$ cat config.mk
export PLATFORM = sky130hd
export DESIGN_NAME = reg_xfer_sequencer
export DESIGN_NICKNAME = d
export VERILOG_FILES = /design/src/rtl/reg_xfer_sequencer.sv
export SDC_FILE = /design/constraint.sdc
export NUM_CORES = 1
export LEC_CHECK = 0
export CAP_MARGIN = 30
export CORE_ASPECT_RATIO = 1.75
export CORE_UTILIZATION = 30
export DETAILED_ROUTE_END_ITERATION = 16
export GPL_ROUTABILITY_DRIVEN = 0
export HOLD_SLACK_MARGIN = 0.06
export REMOVE_ABC_BUFFERS = 1
export SLEW_MARGIN = 5
export SYNTH_ARGS = -nofsm -noshare
export SYNTH_HDL_FRONTEND = slang
export SYNTH_SLANG_ARGS = --single-unit
$ cat constraint.sdc
create_clock -name clk -period 1.4 [get_ports clk]
set_input_delay 0.21 -clock clk [delete_from_list [all_inputs] [get_ports clk]]
set_output_delay 0.21 -clock clk [all_outputs]
set_load 0.01 [all_outputs]
$ cat src/rtl/reg_xfer_sequencer.sv
// reg_xfer_sequencer: multi-cycle register-transfer sequencer.
// Accepts LOAD / MOVE / SWAP commands and walks through the bus phases,
// driving one-hot register read/write selects and temp-register controls.
// Outputs are Moore (state + latched fields) and gated by the step enable.
module reg_xfer_sequencer #(
  parameter int SEL_W = 3
) (
  input  logic                  clk,
  input  logic                  rst,
  input  logic                  en,
  input  logic                  start,
  input  logic [1:0]            mode,
  input  logic [SEL_W-1:0]      dst,
  input  logic [SEL_W-1:0]      src,
  output logic [(2**SEL_W)-1:0] rd_sel,
  output logic [(2**SEL_W)-1:0] wr_sel,
  output logic                  ext_oe,
  output logic                  tmp_ld,
  output logic                  tmp_oe,
  output logic                  busy,
  output logic                  done,
  output logic                  err
);

  localparam int NREG = 2**SEL_W;

  typedef enum logic [2:0] {
    S_IDLE,
    S_LD,
    S_MV_RD,
    S_MV_WR,
    S_SW_T,
    S_SW_A,
    S_SW_B,
    S_BAD
  } state_t;

  state_t            r_state;
  state_t            w_next;
  logic [1:0]        r_mode;
  logic [SEL_W-1:0]  r_dst;
  logic [SEL_W-1:0]  r_src;
  logic              w_accept;
  logic [NREG-1:0]   w_dst_oh;
  logic [NREG-1:0]   w_src_oh;

  assign w_accept = (r_state == S_IDLE) && en && start;
  assign w_dst_oh = {{(NREG-1){1'b0}}, 1'b1} << r_dst;
  assign w_src_oh = {{(NREG-1){1'b0}}, 1'b1} << r_src;

  // State register and command field latch (captured only on acceptance).
  always_ff @(posedge clk) begin
    if (rst) begin
      r_state <= S_IDLE;
      r_mode  <= '0;
      r_dst   <= '0;
      r_src   <= '0;
    end else begin
      r_state <= w_next;
      if (w_accept) begin
        r_mode <= mode;
        r_dst  <= dst;
        r_src  <= src;
      end
    end
  end

  // Next-state logic; every transition requires en=1 (en=0 holds state).
  always_comb begin
    w_next = r_state;
    if (en) begin
      case (r_state)
        S_IDLE: begin
          if (start) begin
            case (mode)
              2'b00:   w_next = S_LD;
              2'b01:   w_next = S_MV_RD;
              2'b10:   w_next = S_SW_T;
              default: w_next = S_BAD;
            endcase
          end
        end
        S_LD:    w_next = S_IDLE;
        S_MV_RD: w_next = S_MV_WR;
        S_MV_WR: w_next = S_IDLE;
        S_SW_T:  w_next = S_SW_A;
        S_SW_A:  w_next = S_SW_B;
        S_SW_B:  w_next = S_IDLE;
        S_BAD:   w_next = S_IDLE;
        default: w_next = S_IDLE;
      endcase
    end
  end

  // Moore strobe decode from state and latched indices, forced off on stall.
  always_comb begin
    rd_sel = '0;
    wr_sel = '0;
    ext_oe = 1'b0;
    tmp_ld = 1'b0;
    tmp_oe = 1'b0;
    done   = 1'b0;
    err    = 1'b0;
    busy   = (r_state != S_IDLE);
    if (en) begin
      case (r_state)
        S_LD: begin
          wr_sel = w_dst_oh;
          ext_oe = 1'b1;
          done   = 1'b1;
        end
        S_MV_RD: begin
          rd_sel = w_src_oh;
          tmp_ld = 1'b1;
        end
        S_MV_WR: begin
          tmp_oe = 1'b1;
          wr_sel = w_dst_oh;
          done   = 1'b1;
        end
        S_SW_T: begin
          rd_sel = w_src_oh;
          tmp_ld = 1'b1;
        end
        S_SW_A: begin
          rd_sel = w_dst_oh;
          wr_sel = w_src_oh;
        end
        S_SW_B: begin
          tmp_oe = 1'b1;
          wr_sel = w_dst_oh;
          done   = 1'b1;
        end
        S_BAD: begin
          err  = 1'b1;
          done = 1'b1;
        end
        default: ;
      endcase
    end
  end

  // r_mode is retained as part of the latched command context.
  logic w_unused_mode;
  assign w_unused_mode = ^r_mode;

endmodule
==> results.toml <==
[run_status]
status = "complete, but fails checks"
violations = "negative setup slack"

[timing]
fmax_mhz = 580
final-setup-viol-count = 17
tns_ns = -4.51
fin_crit_sh_pct = 123
timing.hold.ws_ns = 0.494
fin_skew_ns = 0.00224
maxSlewViolCount = 0
relSlewSlack_pct = 79.4
grt_setup_unrepaired = "yes"
final-hold-violation-count = 0
layout_setup_ws_ns = -0.325
worst_slew_pin_slew_ns = 0.308
period_minus_slack_ns = 1.72

[final_layout]
synthToLayoutAreaGrowth_pct = 89.2
fin_nets = 176
layout-drive-gt1-share_pct = 56.9
fillers = 233
postLayoutCoreUtil_pct = 60.9
design_area_um2 = 1540
diodes = 0

[critical_path]
critPathKind = "flip-flop to primary output"
worstSetupStartpointType = "flip-flop"
startpoint = "r_state[1]"
rr_startpoint = "r_state[0]"
arrival_ns = 1.51
rrSetupSlack_ns = 0.08
reg2reg_depth = 5
reg2reg_to = "r_src[0]"
required_ns = 1.19
crit_path_end = "rd_sel[1]"
worstPathMaxFanout = 4
endpoint_kind = "primary output"

[place]
placed_cell_area_um2 = 1350
hpwl_mm = 2.04
io_buffers = 33

[global_route]
grt_max_degree = 18
grt_first_pass_wirelength_mm = 4.38
antenna_found_initial = 0
grt_overflow = 0
grt_pass1_vias = 986
track_usage_pct = 21.5

[drt]
drtPass1Iterations = 4
avgRoutedWirePerCell_um = 15.8
drtIter0Drc = 19
viasPerCell = 5.30
wl_mm = 2.93
final_antenna_net_count = 0
drc = 0
route.vias.total = 985

[yosys]
synth_seq_cells = 9
yosysTopAreaCell = "dfxtp_1"
yosys_warnings = 0
synth_top_area_share_pct = 22.2
syn_area_um2 = 812
synth.avg_cell_area_um2 = 8.12
synth.area.top_cells = "dfxtp_1, nand2b_1, o22ai_1, mux2i_1, ha_1"
synth_top_flop_cell = "dfxtp_1"
synth_commonest_cells = "nand2b_1, o22ai_1, dfxtp_1"
synth_most_common_cell = "nand2b_1"
async_flop_share_pct = 0
synth_edf_count = 0
yosysUniqueCellTypes = 30
netlist_instances = 100
ys_seq_area_share_pct = 22.2

[pwr]
pwr-share-seq_pct = 29.1
p_sw_share_pct = 30.8
power.total_w = 0.00104
p_switching_w = 0.000321
ir_drop_mv = 0.411
p_comb_share_pct = 42.6
p_leak_nw = 0.675
clockPowerShare_pct = 28.3
p_per_area_nw_per_um2 = 679
p_int_w = 0.000722

[floorplan]
die_x_um = 41.3
die_y_um = 70.8
coreArea_um2 = 2520
io_pins = 34
dieArea_um2 = 2930
rows = 24
initial_utilization_pct = 32.2

[cts]
clkTransAtPathRegs_ns = 0.04
cts_inserted_buffers = 3
root_buffer = "clkbuf_8"
clk_latency_ns = 0.23
cts_tree = "done"
clk_path_buf_depth = 2
cts_num_sinks = 9
htree_num_levels = 1

[min_path]
hold_path_class = "flip-flop to flip-flop"

[flow_run]
drv_cap = 0
## how the worst min path moves through the flow
stage,start,endpoint,cells past startpoint
after floorplan,rst,r_state[0],1
after global placement,r_src[2],r_src[2],2
after detailed placement,r_src[2],r_src[2],2
after CTS,r_src[2],r_src[2],2
after global routing,r_src[2],r_src[2],2
final,r_src[2],r_src[2],2
## power by group through the flow
| stage | logic [W] | registers [W] | clock network (W) |
|---|---|---|---|
| after floorplan | 0.000149 | 0.000315 | 0 |
| after global placement | 0.000357 | 0.000303 | 0 |
| after detailed placement | 0.000364 | 0.000304 | 0 |
| after CTS | 0.000420 | 0.000304 | 0.000305 |
| after global routing | 0.000475 | 0.000307 | 0.000318 |
| final | 0.000445 | 0.000304 | 0.000295 |
## cell type report
type | count | area (um^2) | share of cell area, %
clock buffers | 4 | 45.0 | 2.93
inverters | 3 | 11.3 | 0.733
multi-input cells | 83 | 791 | 51.5
flip-flops and latches | 9 | 191 | 12.5
well taps | 26 | 32.5 | 2.12
repair buffers | 61 | 465 | 30.3
## kinds of logic after synthesis
group	after synthesis	synth area share (%)
buffers and inverters	8	5.08
XOR/XNOR	1	1.08
AO/OA/AOI/OAI	27	23.0
flip-flops	9	22.2
adder cells (fa/ha/maj)	3	4.62
multiplexers	6	7.40
AND/OR/NAND/NOR	46	36.7
## per-layer routing
layer / vias up / global-route usage [%] / routed length [um]
li1: 493 / - / -
met1: 451 / 20.2 / 998
met2: 33 / 36.1 / 1790
met3: 8 / 5.33 / 63
met4: 0 / 15.4 / 80
met5: - / 0 / 0
## through the flow
step	worst slack [ns]	std cells
global route	-0.359	186
detailed placement	-0.846	181
global placement	-0.797	181
CTS	-0.280	187
finish	-0.325	186
floorplan	-0.179	95
## worst max-delay path: stages (launching register included)
cell,delay (ns)
dfxtp_4,0.35
buf_6,0.11
and4b_4,0.42
nand2b_4,0.12
o22ai_2,0.12
buf_2,0.16
## cell usage in the layout, fill, tap and decap left out, drive strengths merged, types with 2 or more instances in the layout
cell,instances
clkdlybuf4s50,9
clkbuf,4
o32ai,4
or3,2
o41ai,2
mux2i,6
nand2b,21
ha,3
nand2,7
and4b,2
or2,2
nor2,5
nand3b,3
buf,50
inv,3
o21ai,2
a21oi,2
dfxtp,9
o22ai,12
## flip-flops by register name (all words and copies together), names as in the netlist
name,cells
r_src,3
r_dst,3
r_state,3
## repair_timing
| action | CTS | global route |
|---|---|---|
| setup endpoints to repair | 29 | 29 |
| gates cloned | 0 | 0 |
| buffers inserted | 4 | 0 |
| hold buffers | 0 | 0 |
| resized for setup | 126 | 16 |
| pin swaps | 22 | 8 |
Note: power is estimated with default switching activity, not from simulation.
